**src/rtl/tone_seq_if.sv**
```systemverilog
// Handshake bundle between the purchase logic and the melody sequencer.
// The requester drives buy_req; the sequencer drives the beeper-side outputs.
interface tone_seq_if;
  logic       buy_req;
  logic       flag_buying;
  logic       status;
  logic       busy;
  logic [3:0] note_idx;

  modport master (
    output buy_req,
    input  flag_buying,
    input  status,
    input  busy,
    input  note_idx
  );

  modport slave (
    input  buy_req,
    output flag_buying,
    output status,
    output busy,
    output note_idx
  );
endinterface

```
**src/rtl/tone_seq.sv**
```systemverilog
// Purchase-melody sequencer: on a rising buy_req it pulses flag_buying and
// plays a fixed note table as a square wave on status (1 = silent beeper).
module tone_seq #(
  parameter int unsigned NOTE_CYCLES = 25_000_000,
  parameter int unsigned NUM_NOTES   = 10,
  parameter int unsigned HALF_SHIFT  = 0
) (
  input  logic       clk,
  input  logic       rst_n,
  tone_seq_if.slave  bus
);

  typedef enum logic {
    IDLE = 1'b0,
    PLAY = 1'b1
  } state_e;

  localparam logic [24:0] NCNT_LAST = 25'(NOTE_CYCLES - 1);
  localparam logic [3:0]  NOTE_LAST = 4'(NUM_NOTES - 1);

  // Half-periods in cycles; 0 is a rest. Padded to 16 so any 4-bit index is safe.
  localparam logic [15:0] NOTE_TABLE [16] = '{
    16'd47801, 16'd37936, 16'd31887, 16'd23889, 16'd0,
    16'd31887, 16'd37936, 16'd47801, 16'd31887, 16'd23889,
    16'd0,     16'd0,     16'd0,     16'd0,     16'd0,     16'd0
  };

  logic [15:0] half_tab [16];

  genvar gi;
  generate
    for (gi = 0; gi < 16; gi++) begin : g_half
      assign half_tab[gi] = NOTE_TABLE[gi] >> HALF_SHIFT;
    end
  endgenerate

  state_e      state_q, state_d;
  logic        req_q, req_d;
  logic        flag_buying_q, flag_buying_d;
  logic        status_q, status_d;
  logic        busy_q, busy_d;
  logic [3:0]  note_idx_q, note_idx_d;
  logic [24:0] ncnt_q, ncnt_d;
  logic [15:0] hcnt_q, hcnt_d;

  logic        trigger;
  logic [15:0] half;
  logic [15:0] hcnt_inc;

  always_comb begin
    trigger  = bus.buy_req & ~req_q;
    half     = half_tab[note_idx_q];
    hcnt_inc = hcnt_q + 16'd1;

    state_d       = state_q;
    req_d         = bus.buy_req;
    flag_buying_d = 1'b0;
    status_d      = status_q;
    busy_d        = busy_q;
    note_idx_d    = note_idx_q;
    ncnt_d        = ncnt_q;
    hcnt_d        = hcnt_q;

    if (trigger) begin
      // A trigger restarts the melody from the top whether idle or playing.
      state_d       = PLAY;
      flag_buying_d = 1'b1;
      busy_d        = 1'b1;
      status_d      = 1'b1;
      note_idx_d    = 4'd0;
      ncnt_d        = '0;
      hcnt_d        = '0;
    end else if (state_q == PLAY) begin
      if (ncnt_q == NCNT_LAST) begin
        ncnt_d   = '0;
        hcnt_d   = '0;
        status_d = 1'b1;
        if (note_idx_q < NOTE_LAST) begin
          note_idx_d = note_idx_q + 4'd1;
        end else begin
          state_d    = IDLE;
          busy_d     = 1'b0;
          note_idx_d = 4'd0;
        end
      end else begin
        ncnt_d = ncnt_q + 25'd1;
        // hcnt counts cycles spent in the current half-period; the toggle
        // lands on the cycle that completes it, so each level lasts H cycles.
        if (half == 16'd0) begin
          status_d = 1'b1;
          hcnt_d   = '0;
        end else if (hcnt_inc == half) begin
          status_d = ~status_q;
          hcnt_d   = '0;
        end else begin
          hcnt_d = hcnt_inc;
        end
      end
    end else begin
      status_d   = 1'b1;
      busy_d     = 1'b0;
      note_idx_d = 4'd0;
      ncnt_d     = '0;
      hcnt_d     = '0;
    end
  end

  always_ff @(posedge clk) begin
    if (!rst_n) begin
      state_q       <= IDLE;
      req_q         <= 1'b0;
      flag_buying_q <= 1'b0;
      status_q      <= 1'b1;
      busy_q        <= 1'b0;
      note_idx_q    <= 4'd0;
      ncnt_q        <= '0;
      hcnt_q        <= '0;
    end else begin
      state_q       <= state_d;
      req_q         <= req_d;
      flag_buying_q <= flag_buying_d;
      status_q      <= status_d;
      busy_q        <= busy_d;
      note_idx_q    <= note_idx_d;
      ncnt_q        <= ncnt_d;
      hcnt_q        <= hcnt_d;
    end
  end

  assign bus.flag_buying = flag_buying_q;
  assign bus.status      = status_q;
  assign bus.busy        = busy_q;
  assign bus.note_idx    = note_idx_q;

endmodule

```
**src/flat_wrapper.sv**
```systemverilog
// flat-port wrapper written by rule: the top's interface ports become plain ports
module tone_seq_flat 
#(
  parameter int unsigned NOTE_CYCLES = 25_000_000,
  parameter int unsigned NUM_NOTES   = 10,
  parameter int unsigned HALF_SHIFT  = 0
)
  (clk, rst_n, bus_buy_req, bus_flag_buying, bus_status, bus_busy, bus_note_idx);
  tone_seq_if bus_i ();
  input  logic clk;
  input  logic rst_n;
  input wire logic [$bits(bus_i.buy_req)-1:0] bus_buy_req;
  output wire logic [$bits(bus_i.flag_buying)-1:0] bus_flag_buying;
  output wire logic [$bits(bus_i.status)-1:0] bus_status;
  output wire logic [$bits(bus_i.busy)-1:0] bus_busy;
  output wire logic [$bits(bus_i.note_idx)-1:0] bus_note_idx;
  assign bus_i.buy_req = bus_buy_req;
  assign bus_flag_buying = bus_i.flag_buying;
  assign bus_status = bus_i.status;
  assign bus_busy = bus_i.busy;
  assign bus_note_idx = bus_i.note_idx;
  tone_seq #(.NOTE_CYCLES(NOTE_CYCLES), .NUM_NOTES(NUM_NOTES), .HALF_SHIFT(HALF_SHIFT)) u_core (.clk(clk), .rst_n(rst_n), .bus(bus_i));
endmodule
```
**config.mk**
```make
export PLATFORM = sky130hd
export DESIGN_NAME = tone_seq_flat
export DESIGN_NICKNAME = d
export VERILOG_FILES = /design/src/rtl/tone_seq_if.sv /design/src/rtl/tone_seq.sv /design/src/flat_wrapper.sv
export SDC_FILE = /design/constraint.sdc
export NUM_CORES = 1
export LEC_CHECK = 0
export ABC_AREA = 1
export BUFFER_PORTS_ARGS = -buffer_cell sky130_fd_sc_hd__buf_2
export CAP_MARGIN = 20
export CORE_ASPECT_RATIO = 1.2
export CORE_MARGIN = 2
export CORE_UTILIZATION = 53
export CTS_CLUSTER_DIAMETER = 120
export DETAILED_ROUTE_END_ITERATION = 10
export HOLD_SLACK_MARGIN = 0.1
export PLACE_DENSITY = 0.7
export SYNTH_ARGS = -nofsm -noshare
export SYNTH_HDL_FRONTEND = slang
export SYNTH_SLANG_ARGS = --single-unit
```
**constraint.sdc**
```tcl
create_clock -name clk -period 3.62 [get_ports clk]
set_input_delay 0.181 -clock clk [delete_from_list [all_inputs] [get_ports clk]]
set_output_delay 0.181 -clock clk [all_outputs]
set_load 0.02 [all_outputs]
```
### Word-level counts from Yosys, hierarchy flattened

Memory sizes are Yosys's and may differ from the RTL's.
Cells that the tools add are included.

* bits in read-only memories: 256
* memories: 1
* logic and storage cells: 42
* flip-flop bits (word level): 50
* bits in latches: 0
* memory bits (writable): 0
* output and inout port bits: 7
* input bits: 3

* $add $sub $neg: 3
* $mul: 0
* reductions and logical operators: 6
* shift operators: 0
* equality and inequality tests: 4
* mux-type cells: 12
* bitwise operators: 6
* magnitude comparators: 2
* div/mod/pow operators: 0

Memory list
* (name not given): words 16, width 16, rd ports 1, clocked after memory_dff 0, write ports 0, RTL line tone_seq.sv:52 `half = half_tab[note_idx_q];`

Operator list (number)
* $mux W16: 2
* $add A25 B1 Y25 const B: 1
* $eq A25 B25 Y1 const B: 1
* $add A16 B1 Y16 const B: 1
* $eq A16 B16 Y1: 1
* $logic_not A16 Y1: 1
* $mux W1: 9
* $ne A3 B3 Y1 const B: 2
* $reduce_or A6 Y1: 1
* $ge A5 B5 Y1 const B: 1
* $not A4 Y5: 1
* $reduce_or A5 Y1: 1
* $add A4 B1 Y4 const B: 1
* $lt A4 B4 Y1 const B: 1
* $mux W4: 1
* $not A1 Y1: 4
* $reduce_or A4 Y1: 1
* $reduce_or A3 Y1: 1
* $reduce_and A2 Y1: 1
* $and A1 B1 Y1: 1

### Longest topological paths before layout

Gate-level depths: netlist of the first run.

* depth in word-level cells: 6
* gate-level depth with buffers: 16
* depth with buffers taken out: 15

### Least setup slack after synthesis of the first run

No wires, ideal clock.

* kind: register to register
* start: reg u_core.note_idx_q[0] (netlist: u_core.bus.note_idx[0])
* end: reg u_core.hcnt_q[8]
* period minus slack after synthesis: 2.144 ns
* stages on the path, launching flop included: 16
* path buffers: 1
* path slack: 1.476 ns
* data required time: 3.506 ns
* library setup time: 0.114 ns
* arrival: 2.030 ns
* cell sequence: dfxtp_1 inv_1 ha_1 nand2_1 nand2_2 nand2_1 inv_1 nand2_1 nand2_1 nor2_1 nand2_1 nor2_1 nand3_1 nand2_2 buf_6 nor2_1

* cells in the longest elaborated chain, start to end: 6
* elaborated cells on any way between the ends: 7
* classes of those cells: eq/ne: 1; mux: 2; bitwise: 1; reduce/logical: 2; memory: 1

Ends and longest elaborated chain
* from (decl): RTL line tone_seq.sv:42 `logic [3:0] note_idx_q, note_idx_d;`
* from (signal assigned): RTL line tone_seq.sv:124 `note_idx_q <= note_idx_d;`
* $not A4 Y5 (not written as such) *: RTL line tone_seq.sv:52
* $mem_v2 Z16 W16 *
* $mux W16 (not written as such) * (2 in a row): RTL line tone_seq.sv:52
* $eq A16 B16 Y1 / $logic_not A16 Y1 (equally long branches): RTL line tone_seq.sv:92, tone_seq.sv:89
* $reduce_or A6 Y1 (no line) *
* to (signal assigned): RTL line tone_seq.sv:126 `hcnt_q <= hcnt_d;`
* to (decl): RTL line tone_seq.sv:44 `logic [15:0] hcnt_q, hcnt_d;`

Every way passes the cells marked *; elsewhere a longest branch is shown, timed or not. The select of a mux whose other input is x is not followed.
A chain may end at the register's enable or synchronous reset.

### Final worst setup path of the first run

* start: reg u_core.note_idx_q[2] (netlist: u_core.bus.note_idx[2])
* end: reg u_core.hcnt_q[7]

Same word-level chain as after synthesis.

==> results of run 1 <==
registers in the layout, indices dropped and copies added (netlist names):
signal	flops
u_core.hcnt_q	16
u_core.bus.flag_buying	1
u_core.state_q	1
u_core.bus.status	1
u_core.bus.busy	1
u_core.ncnt_q	25
u_core.req_q	1
u_core.bus.note_idx	4
layer usage:
layer | global-route usage | wire, um | part of all wire
met5 | 0 | 0 | 0
met4 | 0.0810 | 162 | 0.023
met3 | 0.0334 | 155 | 0.022
met2 | 0.450 | 3680 | 0.53
met1 | 0.247 | 2960 | 0.43
cell families (layout without fill, tap and decap cells):
| kind of cell | count (synthesis) | in the layout | synth area share |
|---|---|---|---|
| compound gates | 28 | 28 | 0.0544 |
| xor+xnor | 7 | 7 | 0.0199 |
| fa+ha+maj | 10 | 10 | 0.0406 |
| buf+inv | 74 | 89 | 0.0950 |
| flops | 50 | 50 | 0.325 |
| simple gates | 327 | 327 | 0.465 |
path summary, 6_finish.rpt:
| path | slack (ps) | cells after the start | to |
|---|---|---|---|
| setup / recovery | 1060 | 12 | u_core.hcnt_q[7] |
| hold / removal | 150 | 3 | u_core.bus.flag_buying |
| setup reg to reg | 1060 | 12 | u_core.hcnt_q[7] |
| hold reg to reg | 430 | 1 | u_core.bus.flag_buying |
timing repair:
action | in CTS | in global routing
hold buffers | 2 | 0
gates resized for setup | 0 | 0
hold endpoints to repair | 1 | 0
synth_stat cells, types with 3 or more instances:
| master | instances |
|---|---|
| inv_1 | 64 |
| xor2_1 | 5 |
| ha_1 | 10 |
| nor3b_1 | 5 |
| buf_2 | 4 |
| o21ai_0 | 4 |
| dfxtp_1 | 50 |
| nand4_1 | 17 |
| nor3_1 | 13 |
| nand2_2 | 3 |
| nor2_4 | 3 |
| nand3_1 | 51 |
| nand3b_1 | 3 |
| nand2_1 | 147 |
| nor2_1 | 77 |
| inv_2 | 3 |
| nor4_1 | 3 |
| o21bai_1 | 5 |
| a21oi_1 | 13 |
cell usage in the layout (no fill, tap or decap), types with 4 or more instances in the layout:
master    instances
ha_1             10
dfxtp_1          50
nand2_1         147
nor3b_1           5
nand4_1          17
nor2_1           77
buf_2             9
a21oi_1          13
o21ai_0           4
nand3_1          51
inv_1            64
clkbuf_8          5
xor2_1            5
nor3_1           13
o21bai_1          5
per-stage QoR:
stage               hold slack (ps)  total power [mW]
CTS                             139             0.996
global route                    166              1.02
global placement                409             0.596
detailed placement              413             0.596
floorplan                       292             0.589
finish                          151             0.983
worst register-to-register path, cell delays in order (launching register included):
cell	delay [ps]
dfxtp_1	570
inv_4	110
ha_1	300
nor2_1	250
inv_1	140
nand3_1	100
nand2_1	70
a21oi_1	160
nand2_1	80
nor2_1	110
nand3_1	160
nand2_2	320
nor2_1	80
cell type report:
class | count | area, um^2 | area share
clock buffer | 5 | 68.8 | 0.0208
clock inverter | 3 | 43.8 | 0.0132
inverter | 69 | 262 | 0.0789
multi-input combinational | 372 | 1790 | 0.539
sequential | 50 | 1000 | 0.302
tap | 64 | 80.1 | 0.0242
timing repair buffer | 12 | 72.6 | 0.0219
report_power, final:
group	switching, mW	leakage [nW]	internal (mW)	total, mW
registers	0.00257	0.404	0.554	0.557
clock network	0.191	0.0585	0.207	0.398
logic	0.0187	0.897	0.00971	0.0284
total	0.212	1.36	0.771	0.983
==> reports/results.ini, run 1 <==
[critical_path]
crit_buf_inv=2
reg2reg_from=u_core.bus.note_idx[2]
slowest_delay_ps=570
critical_path_class=reg -> reg
cp_cell_sequence=inv_4 > ha_1 > nor2_1 > inv_1 > nand3_1 > nand2_1 > a21oi_1 > nand2_1 > nor2_1 > nand3_1 > nand2_2 > nor2_1
cpMaxStageDelayCell=dfxtp_1
crit_fanout=16
required_ps=3810
crit_path_start=u_core.bus.note_idx[2]
cpLargestDelayFamily=simple AND/OR/NAND/NOR gates
startpoint_type=flop
cp_data_arrival_time_ps=2750
path_common_cell=nor2_1
crit_path_end_kind=flop

[synth]
ys_async_sr_fraction=0
synth_edf_count=0
synth_top_area_frac=0.325
ys_types=32
synth_nets=509
avgSynthCellArea_um2=6.21
synthTopCellsByArea=dfxtp_1 (32%), nand2_1 (18%), nor2_1 (9.4%)
yosys_most_used_dff=dfxtp_1
synthesis.area_mm2=0.00308
synthCells=496
synth_top_area_cell=dfxtp_1
seq_area_frac_synth=0.325
synth_seq_cells=50
ys_warn_count=0

[detailed_routing]
routed-via-count=2988
detail_route.first_pass.iterations=4
route.detailed.drc=0
drt_iter0_drc=106
ant_nets=0
via_per_inst=5.20
drt_wl_total_um=6950
post_drt_wl_per_cell_um=12.1

[clock_network]
post-cts-setup-buffers=0
ctsHtreeMaxLevel=2
cts_root_buf=clkbuf_8
cts_tree=done
max-clock-path-buffers=2
clk_latency_ps=300
cts_buffers=5
clk_pin_slew_ps=90
cts_sinks=50

[global_route]
grt_pass1_vias=2823
antenna_found_initial=0
grt.total_usage=0.231
grt_max_degree=20
grt_pass1_wl_um=11800
gr-total-overflow=0

[placed_design]
dpl_worst_slack_ps=1180
routabilityCongestion=0.900
hpwl_um=5550
dp_cells=565
port_buffers=9
placed_area_mm2=0.00318

[run_status]
status=finished, final reports clean

[die]
boundaryPins=10
rows=30
die_height_um=87.5
die-area_mm2=0.00644
start_util=0.547
die_w_um=73.6
core_mm2=0.00563

[finish]
post-route-cell-area_mm2=0.00332
final_util=0.589
diodes=0
layout-drive-gt1-share=0.0626
nets=523
area_growth_pct=7.59
fin_cells=575
filler_cell_count=574

[sta]
setup_violations=0
relSlewSlack=0.732
hold_viol=0
fin_setup_tns_ps=0
rsz0062_at_grt=false
period_needed_ps=2560
maxClockFrequency_mhz=390
final.setup_skew_ps=4.86
period_share=0.708
worst_pin_slew_ps=402
maxSlewViolCount=0
setup_ws_ps=1060

[min_path]
hp-class=in -> reg
hp-start=rst_n

[pwr]
leakagePower_nw=1.36
ir_worst_vdd_v=0.000212
powerDensity_mw_per_mm2=296

[flow_run]
drv_cap=0

Note: power is estimated with default switching activity, not from simulation.
==> run 2, diff against run 1 <==
--- a/config.mk
+++ b/config.mk
@@ -5,7 +5,7 @@
 export SDC_FILE = /design/constraint.sdc
 export NUM_CORES = 1
 export LEC_CHECK = 0
-export ABC_AREA = 1
+export ABC_AREA = 0
 export BUFFER_PORTS_ARGS = -buffer_cell sky130_fd_sc_hd__buf_2
 export CAP_MARGIN = 20
 export CORE_ASPECT_RATIO = 1.2
==> constraint.sdc (replaced) <==
create_clock -name clk -period 2.7 [get_ports clk]
set_input_delay 0.135 -clock clk [delete_from_list [all_inputs] [get_ports clk]]
set_output_delay 0.135 -clock clk [all_outputs]
set_load 0.02 [all_outputs]
==> reports/results.ini, run 2 <==
[placed_design]
dpl_worst_slack_ps=57.3
port_buffers=9
routabilityCongestion=0.977
hpwl_um=4430
dp_cells=438

[clock_network]
cts_tree=done
cts_root_buf=clkbuf_8
clk_latency_ps=300
ctsHtreeMaxLevel=2
cts_sinks=50
post-cts-setup-buffers=0
clk_pin_slew_ps=90
max-clock-path-buffers=2
cts_buffers=5

[die]
start_util=0.551
die-area_mm2=0.00652
rows=30
boundaryPins=10
core_mm2=0.00567
die_w_um=74.1
die_height_um=88.1

[finish]
final_cell_mix=nor2_1 (47), dfxtp_1 (47), nand2_1 (29)
largest-register=u_core.ncnt_q
largest_reg_flops=25
diodes=0
area_growth_pct=7.54
final_util=0.592
fin_cells=447
nets=380
layout-drive-gt1-share=0.158

[pwr]
leakagePower_nw=1.18
ir_worst_vdd_v=0.000247
powerDensity_mw_per_mm2=392

[global_route]
use_met2=0.371
antenna_found_initial=0
gr-total-overflow=0
grt_pass1_vias=2357
grt.busiest_layer=met2
grt.total_usage=0.199
grt_pass1_wl_um=10200
grtUsageMet1=0.228
grt_max_degree=29
grtUsageMet3=0.0253

[synth]
ys_types=64
ys_warn_count=0
synthesis.area_mm2=0.00312
avgSynthCellArea_um2=8.70
synthCells=359
synth_top_area_cell=dfxtp_1
yosys_most_used_dff=dfxtp_1
ys_async_sr_fraction=0
yosys-top-cells-count=dfxtp_1 (50), nor2_1 (48), nand2_1 (29), xnor2_1 (21), xor2_1 (20)
synth_edf_count=0
synth_nets=372
synth_top_area_frac=0.321
synthTopCellsByArea=dfxtp_1 (32%), xnor2_1 (5.9%), nor2_1 (5.8%)
yosysMostFrequentCell=dfxtp_1
synth_seq_cells=50
seq_area_frac_synth=0.321

[flow_run]
drv_cap=0

[min_path]
min_delay_path_depth=3
hp-class=in -> reg

[critical_path]
cpLargestDelayFamily=simple AND/OR/NAND/NOR gates
worst-path-stages=8
reg2reg_depth=8
cp_cell_sequence=inv_1 > ha_1 > nor2_2 > xor3_1 > a2111oi_2 > and4bb_4 > a21oi_1 > or3b_1
crit_buf_inv=1
crit_path_end_kind=flop
required_ps=2880
slowest_delay_ps=440
startpoint_type=flop
cp_data_arrival_time_ps=2740
cpMaxStageDelayCell=dfxtp_2
crit_fanout=11
critical_path_class=reg -> reg

[sta]
rsz0062_at_grt=false
worst_pin_slew_ps=487
period_share=0.946
fin_setup_tns_ps=0
period_needed_ps=2550
relSlewSlack=0.673
maxClockFrequency_mhz=392
hold_viol=0
setup_ws_ps=146
maxSlewViolCount=0
setup_violations=0
final.setup_skew_ps=9.98

[run_status]
status=finished, final reports clean

[detailed_routing]
routed-via-count=2423
via_per_inst=5.42
detail_route.first_pass.iterations=4
ant_nets=0
post_drt_wl_per_cell_um=13.5
drt_iter0_drc=239
route.detailed.drc=0
drt_wl_total_um=6030

==> run 2: power breakdown <==
part	switching [mW]	leakage (nW)	internal, mW
Combinational	0.0207	0.716	0.0124
Sequential	0.00398	0.405	0.743
Clock	0.238	0.0573	0.297
==> run 2: through the flow <==
step	area, um^2	total power, mW	hold slack, ps
global route	3360	1.37	129
detailed placement	3210	0.795	371
floorplan	3120	0.786	259
finish	3360	1.32	119
global placement	3210	0.795	371
CTS	3350	1.34	107
==> run 2: cell type report <==
class	count	area, um^2
Multi-Input combinational cell	280	1960
Inverter	11	41.3
Clock buffer	6	82.6
Sequential cell	50	1000
Fill cell	508	2310
Timing Repair Buffer	19	138
Tap cell	80	100
Clock inverter	1	30.0
==> run 2: path summary, 6_finish.rpt <==
path / start / endpoint / slack [ps]
setup / recovery: u_core.bus.note_idx[2] / u_core.bus.status / 150
hold / removal: rst_n / u_core.bus.flag_buying / 120
setup reg to reg: u_core.bus.note_idx[2] / u_core.bus.status / 150
hold reg to reg: u_core.ncnt_q[0] / u_core.ncnt_q[0] / 450
==> run 2: tightest hold or removal path: stages <==
cell and delay [ps]:
buf_2 110, nand2_1 90, nor2_1 40
==> run 2: cell families (layout without fill, tap and decap cells) <==
kind of cell	after synthesis	in the layout	share of synthesized area
adder cells (fa/ha/maj)	10	10	0.0401
buffers and inverters	29	37	0.0541
AND/OR/NAND/NOR	177	177	0.327
XOR/XNOR	44	44	0.137
multiplexers	9	9	0.0297
AO/OA/AOI/OAI	40	40	0.0914
flip-flops	50	50	0.321
==> run 2: timing repair <==
action / CTS / global route
setup endpoints to repair: 0 / 15
hold buffers: 2 / 0
hold endpoints to repair: 2 / 0
resized for setup: 0 / 4
==> run 2: metal layers <==
metal	up-vias	wire, um	part of all wire
met5	-	0	0
met4	0	63	0.010
met3	6	108	0.018
met2	29	3220	0.53
met1	1144	2630	0.44
li1	1244	-	-
==> run 3, diff against run 2 <==
--- a/config.mk
+++ b/config.mk
@@ -13,6 +13,7 @@
 export CORE_UTILIZATION = 53
 export CTS_CLUSTER_DIAMETER = 120
 export DETAILED_ROUTE_END_ITERATION = 10
+export GPL_TIMING_DRIVEN = 0
 export HOLD_SLACK_MARGIN = 0.1
 export PLACE_DENSITY = 0.7
 export SYNTH_ARGS = -nofsm -noshare
==> reports/results.ini, run 3 (synthesis gave the netlist of run 2 again) <==
[sta]
worst_pin_slew_ps=541
maxClockFrequency_mhz=387
period_share=0.957
final.setup_skew_ps=9.17
whs_ps=122
setup_violations=0
period_needed_ps=2590
maxSlewViolCount=0
relSlewSlack=0.636
hold_viol=0

[flow_run]
drv_cap=0

[pwr]
pwr-share-clk=0.360
power_switching_mw=0.281
ir_worst_vdd_v=0.000322
swShare=0.231
p_seq_frac=0.612
combPwrFrac=0.028
powerDensity_mw_per_mm2=349
leakagePower_nw=1.26
internal_power_mw=0.938

[finish]
area_growth_pct=11.8
filler_cell_count=505
final_util=0.616
fin_cells=461
largest_reg_flops=25
final_cell_mix=nor2_1 (47), dfxtp_1 (47), nand2_1 (29)
layout-drive-gt1-share=0.215
diodes=0
largest-register=u_core.ncnt_q
nets=393

[clock_network]
clk_latency_ps=310
max-clock-path-buffers=2
cts_tree=done
cts_buffers=5
clk_pin_slew_ps=100
ctsHtreeMaxLevel=2
cts_root_buf=clkbuf_8
cts_sinks=50

[placed_design]
routabilityCongestion=0.892
hpwl_um=4630
port_buffers=9
dp_cells=448

[critical_path]
crit_fanout=8
crit_path_end_kind=flop
required_ps=2900
cp_cell_sequence=clkinvlp_4 > ha_4 > and2_1 > o31ai_2 > or4_1 > o311ai_1 > and4_2 > a21oi_1 > or3b_1
cpMaxStageDelayCell=or4_1
slowest_delay_ps=510
cp_data_arrival_time_ps=2780
critical_path_class=reg -> reg
startpoint_type=flop

[detailed_routing]
detail_route.first_pass.iterations=4
ant_nets=0
via_per_inst=5.47
drt_wl_total_um=6470
drt_iter0_drc=222
routed-via-count=2523
route.detailed.drc=0
post_drt_wl_per_cell_um=14.0

[global_route]
grt_pass1_wl_um=10600
grt_pass1_vias=2339
antenna_found_initial=0
grt_max_degree=17
gr-total-overflow=0
grt.total_usage=0.211

[die]
die_height_um=88.1
die-area_mm2=0.00652
die_w_um=74.1
core_mm2=0.00567
boundaryPins=10
start_util=0.551
rows=30

[min_path]
hp-class=in -> reg

[run_status]
status=finished, final reports clean

## run 3: cell types whose count changed in the layout (fill, tap and decap cells not counted), sizes merged
cell	delta
bufinv	-1
clkbuf	+1
buf	+11
clkinv	+2
clkinvlp	+1
## run 3: routing by layer
layer | global-route usage | part of all wire
met1 | 0.252 | 0.42
met4 | 0.102 | 0.030
met2 | 0.360 | 0.51
met3 | 0.0380 | 0.038
met5 | 0 | 0
## run 3: path summary, 6_finish.rpt
path	start	end	slack (ps)	cells after the start
max	u_core.bus.note_idx[1]	u_core.bus.status	110	9
min	rst_n	u_core.bus.flag_buying	120	3
max reg2reg	u_core.bus.note_idx[1]	u_core.bus.status	110	9
min reg2reg	u_core.req_q	u_core.bus.flag_buying	450	1
## run 3: power by group through the flow
stage / clock, mW / sequential (mW) / combinational, mW
3_3_place_gp: 0 / 0.764 / 0.0323
2_1_floorplan: 0 / 0.766 / 0.0204
3_5_place_dp: 0 / 0.764 / 0.0325
4_1_cts: 0.459 / 0.747 / 0.0349
5_1_grt: 0.483 / 0.747 / 0.0391
6_report: 0.438 / 0.746 / 0.0345
## run 3: final cells by class
type | count | area, um^2 | share of cell area
Tap cell | 80 | 100 | 0.0287
Buffer | 16 | 121 | 0.0348
Timing Repair Buffer | 16 | 103 | 0.0294
Clock inverter | 3 | 18.8 | 0.00538
Inverter | 11 | 45.0 | 0.0129
Clock buffer | 5 | 68.8 | 0.0197
Multi-Input combinational cell | 280 | 2030 | 0.580
Sequential cell | 50 | 1010 | 0.289
## run 3: critical path: cells and delay by family, from the launching register on
family	cells	cell delay, ps
adders and majority gates	1	290
and+or+nand+nor	4	1350
AOI/OAI and AO/OA	3	260
buffers and inverters	1	150
DFF	1	420
## run 3: per-stage QoR
stage | instance area, um^2 | setup TNS [ps] | total power [mW] | setup slack (ps)
after global placement | 3270 | -1290 | 0.796 | -130
after detailed placement | 3270 | -1650 | 0.797 | -162
after CTS | 3390 | 0 | 1.24 | 22.4
final | 3490 | 0 | 1.22 | 115
after global routing | 3490 | -105 | 1.27 | -45.2
after floorplan | 3120 | 0 | 0.786 | 48.9
## run 3: timing repair
item	4_1_cts	5_1_grt
hold endpoints to repair	2	0
endpoints found under the setup margin	13	17
hold buffers	2	0
gates resized for setup	8	18
pin swaps	1	2
setup buffers	0	5
